`config.mk`:
```
export PLATFORM = sky130hd
export DESIGN_NAME = dcache_axi_bridge
export DESIGN_NICKNAME = d
export VERILOG_FILES = /design/src/rtl/dcache_axi_bridge.sv
export SDC_FILE = /design/constraint.sdc
export NUM_CORES = 1
export LEC_CHECK = 0
export BUFFER_PORTS_ARGS = -buffer_cell sky130_fd_sc_hd__buf_2
export CORE_AREA = 2 2 486 488
export CTS_CLUSTER_SIZE = 25
export DETAILED_ROUTE_END_ITERATION = 10
export DIE_AREA = 0 0 488 490
export PLACE_DENSITY = 0.31
export SYNTH_ARGS = -nofsm -noshare
export SYNTH_HDL_FRONTEND = slang
export SYNTH_SLANG_ARGS = --single-unit
```
`constraint.sdc`:
```
create_clock -name clk_i -period 3.3 [get_ports clk_i]
set_clock_uncertainty 0.15 [all_clocks]
set_input_delay 0.33 -clock clk_i [delete_from_list [all_inputs] [get_ports clk_i]]
set_output_delay 0.33 -clock clk_i [all_outputs]
set_load 0.03 [all_outputs]
```
`src/rtl/dcache_axi_bridge.sv`:
```
// dcache_axi_bridge
//   Memory-side responder for the D$ line-request interface. One request at a
//   time: a refill becomes a single AXI4 INCR read burst, a writeback becomes a
//   single AXI4 INCR write burst. The result (refilled line, or the written line
//   echoed back, plus an error flag) is returned on a valid/ready channel.
//
// Ports
//   clk_i, rst_ni                  clock, asynchronous active-low reset
//   req_valid_i / req_ready_o      D$ request handshake (ready only in IDLE)
//   req_we_i                       1 = writeback, 0 = refill
//   req_addr_i                     line address, offset bits ignored
//   req_data_i                     writeback line data
//   resp_valid_o / resp_ready_i    response handshake
//   resp_data_o                    line buffer contents
//   resp_err_o                     non-OKAY rresp/bresp or rlast mismatch seen
//   m_axi_ar* / m_axi_r*           AXI4 read address / read data channels
//   m_axi_aw* / m_axi_w* / m_axi_b* AXI4 write address / data / response channels
module dcache_axi_bridge #(
   parameter int unsigned             ADDR_WIDTH     = 32,
   parameter int unsigned             LINE_BYTES     = 64,
   parameter int unsigned             AXI_DATA_WIDTH = 32,
   parameter int unsigned             AXI_ID_WIDTH   = 4,
   parameter logic [AXI_ID_WIDTH-1:0] AXI_ID         = '0
) (
   input  logic                          clk_i,
   input  logic                          rst_ni,
   // D$ request
   input  logic                          req_valid_i,
   output logic                          req_ready_o,
   input  logic                          req_we_i,
   input  logic [ADDR_WIDTH-1:0]         req_addr_i,
   input  logic [LINE_BYTES*8-1:0]       req_data_i,
   // D$ response
   output logic                          resp_valid_o,
   input  logic                          resp_ready_i,
   output logic [LINE_BYTES*8-1:0]       resp_data_o,
   output logic                          resp_err_o,
   // AXI read address
   output logic                          m_axi_arvalid,
   input  logic                          m_axi_arready,
   output logic [ADDR_WIDTH-1:0]         m_axi_araddr,
   output logic [7:0]                    m_axi_arlen,
   output logic [2:0]                    m_axi_arsize,
   output logic [1:0]                    m_axi_arburst,
   output logic [AXI_ID_WIDTH-1:0]       m_axi_arid,
   // AXI read data
   input  logic                          m_axi_rvalid,
   output logic                          m_axi_rready,
   input  logic [AXI_DATA_WIDTH-1:0]     m_axi_rdata,
   input  logic [1:0]                    m_axi_rresp,
   input  logic                          m_axi_rlast,
   // AXI write address
   output logic                          m_axi_awvalid,
   input  logic                          m_axi_awready,
   output logic [ADDR_WIDTH-1:0]         m_axi_awaddr,
   output logic [7:0]                    m_axi_awlen,
   output logic [2:0]                    m_axi_awsize,
   output logic [1:0]                    m_axi_awburst,
   output logic [AXI_ID_WIDTH-1:0]       m_axi_awid,
   // AXI write data
   output logic                          m_axi_wvalid,
   input  logic                          m_axi_wready,
   output logic [AXI_DATA_WIDTH-1:0]     m_axi_wdata,
   output logic [AXI_DATA_WIDTH/8-1:0]   m_axi_wstrb,
   output logic                          m_axi_wlast,
   // AXI write response
   input  logic                          m_axi_bvalid,
   output logic                          m_axi_bready,
   input  logic [1:0]                    m_axi_bresp
);

   localparam int unsigned LINE_W = LINE_BYTES * 8;
   localparam int unsigned BEATS  = LINE_W / AXI_DATA_WIDTH;
   localparam int unsigned CNT_W  = (BEATS > 1) ? $clog2(BEATS) : 1;

   typedef enum logic [2:0] {
      S_IDLE, S_AR, S_R, S_AW, S_W, S_B, S_RESP
   } state_e;

   state_e                  state_q, state_d;
   logic [ADDR_WIDTH-1:0]   addr_q;
   logic [LINE_W-1:0]       line_q;
   logic [CNT_W-1:0]        beat_q;
   logic                    err_q;
   logic                    last_beat;

   assign last_beat = (beat_q == CNT_W'(BEATS - 1));

   // Burst shape is fixed by the parameters: always one whole line.
   assign m_axi_araddr  = addr_q;
   assign m_axi_arlen   = 8'(BEATS - 1);
   assign m_axi_arsize  = 3'($clog2(AXI_DATA_WIDTH / 8));
   assign m_axi_arburst = 2'b01;
   assign m_axi_arid    = AXI_ID;
   assign m_axi_awaddr  = addr_q;
   assign m_axi_awlen   = 8'(BEATS - 1);
   assign m_axi_awsize  = 3'($clog2(AXI_DATA_WIDTH / 8));
   assign m_axi_awburst = 2'b01;
   assign m_axi_awid    = AXI_ID;
   assign m_axi_wdata   = line_q[beat_q*AXI_DATA_WIDTH +: AXI_DATA_WIDTH];
   assign m_axi_wstrb   = '1;
   assign resp_data_o   = line_q;
   assign resp_err_o    = err_q;

   always_ff @(posedge clk_i or negedge rst_ni) begin
      if (!rst_ni) state_q <= S_IDLE;
      else         state_q <= state_d;
   end

   // Every valid/ready output is a pure decode of the state register, so all
   // of them drop to their idle values the instant reset asserts.
   always_comb begin
      state_d       = state_q;
      req_ready_o   = 1'b0;
      resp_valid_o  = 1'b0;
      m_axi_arvalid = 1'b0;
      m_axi_rready  = 1'b0;
      m_axi_awvalid = 1'b0;
      m_axi_wvalid  = 1'b0;
      m_axi_wlast   = 1'b0;
      m_axi_bready  = 1'b0;
      case (state_q)
         S_IDLE: begin
            req_ready_o = 1'b1;
            if (req_valid_i) state_d = req_we_i ? S_AW : S_AR;
         end
         S_AR: begin
            m_axi_arvalid = 1'b1;
            if (m_axi_arready) state_d = S_R;
         end
         S_R: begin
            // Beat count, not rlast, ends the burst; a bad rlast only flags err.
            m_axi_rready = 1'b1;
            if (m_axi_rvalid && last_beat) state_d = S_RESP;
         end
         S_AW: begin
            m_axi_awvalid = 1'b1;
            if (m_axi_awready) state_d = S_W;
         end
         S_W: begin
            m_axi_wvalid = 1'b1;
            m_axi_wlast  = last_beat;
            if (m_axi_wready && last_beat) state_d = S_B;
         end
         S_B: begin
            m_axi_bready = 1'b1;
            if (m_axi_bvalid) state_d = S_RESP;
         end
         S_RESP: begin
            resp_valid_o = 1'b1;
            if (resp_ready_i) state_d = S_IDLE;
         end
         default: state_d = S_IDLE;
      endcase
   end

   always_ff @(posedge clk_i or negedge rst_ni) begin
      if (!rst_ni) begin
         addr_q <= '0;
         line_q <= '0;
         beat_q <= '0;
         err_q  <= 1'b0;
      end else begin
         case (state_q)
            S_IDLE: if (req_valid_i) begin
               addr_q <= req_addr_i & ~ADDR_WIDTH'(LINE_BYTES - 1);
               beat_q <= '0;
               err_q  <= 1'b0;
               if (req_we_i) line_q <= req_data_i;
            end
            S_R: if (m_axi_rvalid) begin
               line_q[beat_q*AXI_DATA_WIDTH +: AXI_DATA_WIDTH] <= m_axi_rdata;
               if ((m_axi_rresp != 2'b00) || (m_axi_rlast != last_beat)) err_q <= 1'b1;
               beat_q <= beat_q + 1'b1;
            end
            S_W: if (m_axi_wready) beat_q <= beat_q + 1'b1;
            S_B: if (m_axi_bvalid && (m_axi_bresp != 2'b00)) err_q <= 1'b1;
            default: ;
         endcase
      end
   end

endmodule

```
==> results.ini, run 1 <==
[critical_path]
cp_top_family = multiplexers
crit_chain = buf_16 > buf_12 > buf_6 > mux4_2 > mux4_2 > buf_6
end_kind = primary output
worstSetupStartpointType = register
crit_required_ps = 2820
cp_slowest_cell = mux4_2
path_max_fanout = 7
criticalPathCategory = register to primary output
critPathMaxStageDelay_ps = 650
cp.arrival_ps = 3070
crit_buf_inv = 4

[place]
portBuffers = 1189
place_congestion = 0.861
hpwl_mm = 199
dp_slack_ps = 125
dp.cells = 6818

[global_routing]
grt_pass1_wl_mm = 326
grt_max_degree = 94
first_global_vias = 31900
gr-total-overflow = 0
grt.total_usage = 0.204
antenna_found_initial = 75

[clock_tree]
cts_num_sinks = 546
clk_pin_slew_ps = 50
cts_root_buf = clkbuf_16
clk_latency_ps = 700
cts_tree = done
cts_made_buffers = 81
htreeDepth = 3
clockBufferDepth = 3

[cells_and_area]
drive_gt1_frac = 0.423
syn_to_final_growth_pct = 64.3
final_cells = 7561
fin_nets = 4916

[run_status]
status = finished with violations
violations = setup timing

[logic_synthesis]
seq_area_frac_synth = 0.461
synth_xor_area_frac = 0.00173
async_reset_ff_frac = 1.00
syn_avg_cell_area_um2 = 11.1
syn_inst = 2680
synth_top_family_by_area = compound AO/OA/AOI/OAI gates
syn_area_um2 = 29600
synth.distinct_cells = 60
synth_mux_area_frac = 0.192
ys_warn_count = 0
ys_ff_latch = 546
synthAdderAreaFrac = 0.00127
synthSimpleGateAreaFrac = 0.0666
ys.flop_type = dfrtp_1
synth_compound_gate_area_share = 0.211
synth_edf_count = 0

[die]
die_w_um = 488
die_area_um2 = 239000
fp-row-count = 178
initial_utilization = 0.127
core_area_um2 = 234000
die_h_um = 490
io_pins = 1246

[routing]
drc = 0
wl_per_cell_um = 33.5
wl_mm = 253
drtAntennaViolNets = 0
num_vias = 31700
firstDrtPassIters = 6
via_per_inst = 4.19
drtIter0Drc = 2580

[timing]
hold_viol = 0
rsz0062_at_grt = yes
slew_headroom = 0.336
slew_violations = 0
fin_crit_sh = 1.08
fin_ws_ps = -255
setup_viol = 32
fmax_ghz = 0.281
min_period_ps = 3550
worst_slew_pin_slew_ps = 996

[flow_run]
maxCapViolations = 0

[min_path]
hold_path.class = input pin to register

[pwr]
leakagePower_nw = 21.0
power.density_nw_per_um2 = 1160
ir_drop_uv = 486

-- stage by stage --
stage	area (µm²)	util	setup TNS [ps]	hold slack, ps	power [mW]
floorplan	29800	-	0	-116	30.5
global placement	40000	0.171	0	158	46.5
detailed placement	40000	0.171	0	150	46.5
CTS	48400	0.207	-10360	14.3	57.1
global route	48700	0.208	-10260	38.2	59.5
finish	48700	0.208	-5930	85.3	56.6
-- flip-flops by register name, summed over array words and instances (netlist names) --
| register | flops |
|---|---|
| state_q | 3 |
| resp_data_o | 512 |
| beat_q | 4 |
| resp_err_o | 1 |
| m_axi_araddr | 26 |
-- cell usage after synthesis, types with 10 or more instances --
master,instances,area [µm²]
nor2_1,207,777
dfrtp_1,546,13700
a31oi_1,18,113
o21ai_1,34,170
a21oi_1,201,1010
buf_2,74,370
a32o_1,16,160
a22o_1,140,1230
mux2_1,27,304
clkbuf_1,218,818
buf_1,20,75.1
nand2_1,176,661
buf_4,86,646
nand3_1,10,50.1
a32oi_1,73,639
mux2_2,155,1750
a22oi_1,273,2050
mux4_2,160,3600
o21ai_0,134,671
-- timing repair --
action | 4_1_cts | 5_1_grt
hold buffers | 545 | 0
gates resized for setup | 31 | 19
setup endpoints to repair | 32 | 108
pin swaps | 0 | 3
buffers inserted | 10 | 8
hold endpoints to repair | 816 | 0
cloned | 5 | 3
-- per-layer routing --
layer,track usage,share of wire
met3,0.0750,0.10
met1,0.275,0.44
met5,0,0.00021
met2,0.304,0.43
met4,0.0516,0.027
-- cells by family (layout without fill, tap and decap cells) --
family / Yosys count / after routing
adders and majority gates: 3 / 3
muxes: 345 / 345
buffers and inverters: 411 / 2061
AOI/OAI and AO/OA: 910 / 910
other: 2 / 83
DFF: 546 / 546
and+or+nand+nor: 458 / 458
xor gates and xnor gates: 5 / 5
-- placed cells by master (no fill, tap or decap), types with 85 or more instances in the layout --
| cell | Yosys | layout |
|---|---|---|
| dfrtp_1 | 546 | 543 |
| dlygate4sd3_1 | 0 | 544 |
| nor2_1 | 207 | 203 |
| buf_2 | 74 | 1167 |
| a21oi_1 | 201 | 197 |
| a22oi_1 | 273 | 273 |
| mux4_2 | 160 | 160 |
| mux2_2 | 155 | 155 |
| o21ai_0 | 134 | 133 |
| clkbuf_16 | 0 | 85 |
| nand2_1 | 176 | 174 |
| a22o_1 | 140 | 140 |
| buf_4 | 86 | 104 |
-- worst reg2reg max path: stages, from the launching register on --
cell	delay (ps)
dfrtp_4	530
buf_4	200
nor3_1	170
ha_1	360
buf_4	210
nor2_1	170
nand4_1	330
a21oi_4	290
buf_12	210
buf_12	230
nor2_1	60
a21oi_1	110
-- final cells by class --
type,instances,area [µm²]
inverters,11,41.3
repair buffers,1911,14000
flip-flops and latches,546,13700
diodes,33,82.6
well taps,3150,3940
multi-input cells,1771,14400
clock buffers,119,2390
clock inverters,20,205
fillers,25900,185000
-- final timing paths --
kind / startpoint / to / slack, ps / cells past startpoint
max: beat_q[0] / m_axi_wdata[22] / -250 / 6
min: req_data_i[1] / resp_data_o[1] / 90 / 3
max reg2reg: beat_q[0] / resp_data_o[330] / 190 / 11
min reg2reg: resp_data_o[77] / resp_data_o[77] / 350 / 2
max in group asynchronous: rst_ni / resp_data_o[254] / 2030 / 4
min in group asynchronous: rst_ni / resp_data_o[479] / 180 / 3
-- power by group --
part           internal (mW)  switching [mW]  leakage [nW]  total (mW)
registers               9.81            3.80          6.69        13.6
logic                   11.2            22.9          13.1        34.0
clock network           5.22            3.71          1.29        8.93
(Power assumes the default switching activity.)
==> inputs of run 2 (changes only) <==
==> config.mk (replaced) <==
export PLATFORM = sky130hd
export DESIGN_NAME = dcache_axi_bridge
export DESIGN_NICKNAME = d
export VERILOG_FILES = /design/src/rtl/dcache_axi_bridge.sv
export SDC_FILE = /design/constraint.sdc
export NUM_CORES = 1
export LEC_CHECK = 0
export ABC_AREA = 1
export BUFFER_PORTS_ARGS = -buffer_cell sky130_fd_sc_hd__buf_2
export CORE_AREA = 2 2 488 490
export CTS_CLUSTER_SIZE = 25
export DETAILED_ROUTE_END_ITERATION = 10
export DIE_AREA = 0 0 490 492
export MAX_ROUTING_LAYER = met4
export PLACE_DENSITY = 0.34
export SKIP_CTS_REPAIR_TIMING = 1
export SYNTH_ARGS = -nofsm -noshare
export SYNTH_HDL_FRONTEND = slang
export SYNTH_SLANG_ARGS = --single-unit
==> results.ini, run 2 <==
[cells_and_area]
n_fill_cell = 26900  ; +3.7%
largest_register_ffs = 512  ; unchanged
syn_to_final_growth_pct = 61.5
fin_nets = 7659  ; +56%
final_cells = 10400  ; +37%
final_cell_mix = nand2_1 (2,334), buf_2 (1,156), nor2_1 (651)
drive_gt1_frac = 0.265  ; -0.157
layout.cells.most_common = nand2_1

[logic_synthesis]
ys_ff_latch = 546  ; unchanged
syn_area_um2 = 34400  ; +16%
synth_top_family_by_area = simple AND/OR/NAND/NOR gates
synthAdderAreaFrac = 0.00109  ; -0.000174
synth_edf_count = 0  ; unchanged
synth_mux_area_frac = 0.00852  ; -0.183
synth_compound_gate_area_share = 0.149  ; -0.0617
synth_xor_area_frac = 0.000473  ; -0.00126
ys.flop_type = dfrtp_1
yosys-top-cells-area = dfrtp_1 (40%), nand2_1 (26%), nor2_1 (7.5%)
synth_top_area_cell = dfrtp_1
syn_avg_cell_area_um2 = 6.49  ; -41%
ys_warn_count = 0  ; unchanged
syn_inst = 5298  ; +98%
synth.most_common_cell = nand2_1
synth.distinct_cells = 33  ; -45%
netlist.area_leader.share = 0.397  ; -0.0635
async_reset_ff_frac = 1.00  ; unchanged
seq_area_frac_synth = 0.397  ; -0.0635
synth.top_cells.by_count = nand2_1 (2,349), nor2_1 (686), dfrtp_1 (546)
synthSimpleGateAreaFrac = 0.362  ; +0.295

[critical_path]
cp-startpoint = beat_q[0]
worstSetupStartpointType = register
crit_chain = buf_12 > clkinv_16 > buf_16 > nor2_1 > o22ai_2 > buf_4 > nand2_1 > nand3_1 > clkbuf_4
crit_required_ps = 2820  ; about the same
cp_top_family = buffers and inverters
r2r-start = beat_q[0]
cp_slowest_cell = dfrtp_4
crit_buf_inv = 5  ; +1
path_max_fanout = 22  ; +15
critPathMaxStageDelay_ps = 480  ; -170 ps
criticalPathCategory = register to primary output
path_depth = 9  ; +3
end_kind = primary output
cp.arrival_ps = 2900  ; -170 ps
rr_worst_depth = 10  ; -1

[place]
dp.cells = 9597  ; +41%
place_congestion = 0.939  ; +9.1%
hpwl_mm = 299  ; +50%
portBuffers = 1189  ; unchanged
dp_slack_ps = -211  ; -335 ps

[die]
die_w_um = 490  ; +0.41%
fp-row-count = 179  ; +0.56%
initial_utilization = 0.146  ; +0.0189
die_h_um = 492  ; +0.41%
core_area_um2 = 236000  ; +0.94%
die_area_um2 = 241000  ; +0.82%
io_pins = 1246  ; unchanged

[routing]
drc = 0  ; unchanged
firstDrtPassIters = 6  ; unchanged
drtAntennaViolNets = 0  ; unchanged
wl_mm = 371  ; +47%
via_per_inst = 4.45  ; +6.3%
wl_per_cell_um = 35.9  ; +7.1%
num_vias = 46100  ; +45%
drtIter0Drc = 4686  ; +82%

[timing]
fmax_ghz = 0.296  ; +5.1%
fin_ws_ps = -82.1  ; +173 ps
fin_crit_sh = 1.02  ; -0.0523
worst_slew_pin_slew_ps = 939  ; -56.9 ps
slew_violations = 0  ; unchanged
rsz0062_at_grt = yes
min_period_ps = 3380  ; -173 ps
hold_viol = 16  ; +16
whs_ps = -65.7  ; -151 ps
setup_viol = 10  ; -69%
slew_headroom = 0.374  ; +0.0379

[global_routing]
first_global_vias = 41800  ; +31%
antenna_found_initial = 88  ; +17%
grt_max_degree = 145  ; +54%
grt.total_usage = 0.295  ; +0.0912
gr-total-overflow = 0  ; unchanged
grt_pass1_wl_mm = 450  ; +38%

[min_path]
hold_depth = 4  ; +1
hold_path.class = input pin to register
min_from = req_data_i[423]

[clock_tree]
clockBufferDepth = 3  ; unchanged
clk_latency_ps = 740  ; +40 ps
cts_root_buf = clkbuf_16
cts_tree = done
clk_pin_slew_ps = 60  ; about the same
cts_made_buffers = 85  ; +4.9%
htreeDepth = 3  ; unchanged
cts_num_sinks = 546  ; unchanged

[pwr]
ir_drop_uv = 477  ; -1.9%
power.density_nw_per_um2 = 1250  ; +7.6%
leakagePower_nw = 28.2  ; +34%

[flow_run]
maxCapViolations = 0  ; unchanged

[run_status]
status = finished with violations
violations = hold timing, setup timing

==> run 2: cell types whose count changed after synthesis, sizes merged, moves of 160 or more <==
cell and delta:
o21ai +286, inv +181, a22oi -273, mux4 -160
nand2 +2174, a21oi -192, nor2 +488
==> run 2: through the flow <==
step | instance area [µm²] | utilization | setup TNS [ps] | power, mW
5_1_grt | 55500 | 0.235 | -1110 | 71.8
3_3_place_gp | 45800 | 0.194 | -1740 | 55.8
2_1_floorplan | 34600 | - | 0 | 31.6
4_1_cts | 48800 | 0.206 | -20640 | 66.0
6_report | 55500 | 0.235 | -466 | 69.4
3_5_place_dp | 45800 | 0.194 | -2250 | 55.8
==> run 2: cell families after synthesis <==
kind of cell | after synthesis
buffers and inverters | 641
other | 2
adder cells (fa/ha/maj) | 3
AND/OR/NAND/NOR | 3238
XOR/XNOR | 1
AO/OA/AOI/OAI | 841
flip-flops | 546
multiplexers | 26
==> run 2: layer usage <==
layer  GRT usage  part of all wire
met5           -                 0
met4       0.103             0.041
met3      0.0573             0.067
met2       0.474              0.47
met1       0.367              0.43
==> run 2: worst reg2reg max path, cell delays in order, from the launching register on <==
cell and delay (ps):
dfrtp_4 420, buf_12 170, clkinv_16 120, ha_2 390, nand2_1 250, inv_2 420, nand2_1 300, nor2_1 580
buf_4 230, a21boi_0 80, o21ai_1 130
==> run 2: power by group <==
group          total, mW  switching (mW)  internal, mW
Clock               9.98            4.16          5.82
Combinational       43.7            31.8          11.9
Sequential          15.7            6.10          9.64
==> run 2: path summary, 6_finish.rpt <==
kind,slack (ps),end
min in group asynchronous,-10,resp_data_o[387]
hold / removal,-70,resp_data_o[423]
max in group asynchronous,1790,m_axi_araddr[9]
hold reg to reg,350,resp_data_o[383]
setup / recovery,-80,m_axi_wdata[13]
setup reg to reg,0,resp_data_o[425]
==> run 2: final cells by class <==
class,instances,area [µm²],share of cell area
clock inverters,37,528,0.00951
inverters,196,790,0.0142
diodes,48,120,0.00216
repair inverters,1,16.3,0.000293
flip-flops and latches,546,13700,0.246
multi-input cells,4159,18700,0.337
clock buffers,121,2430,0.0438
repair buffers,2076,15300,0.276
well taps,3167,3960,0.0714
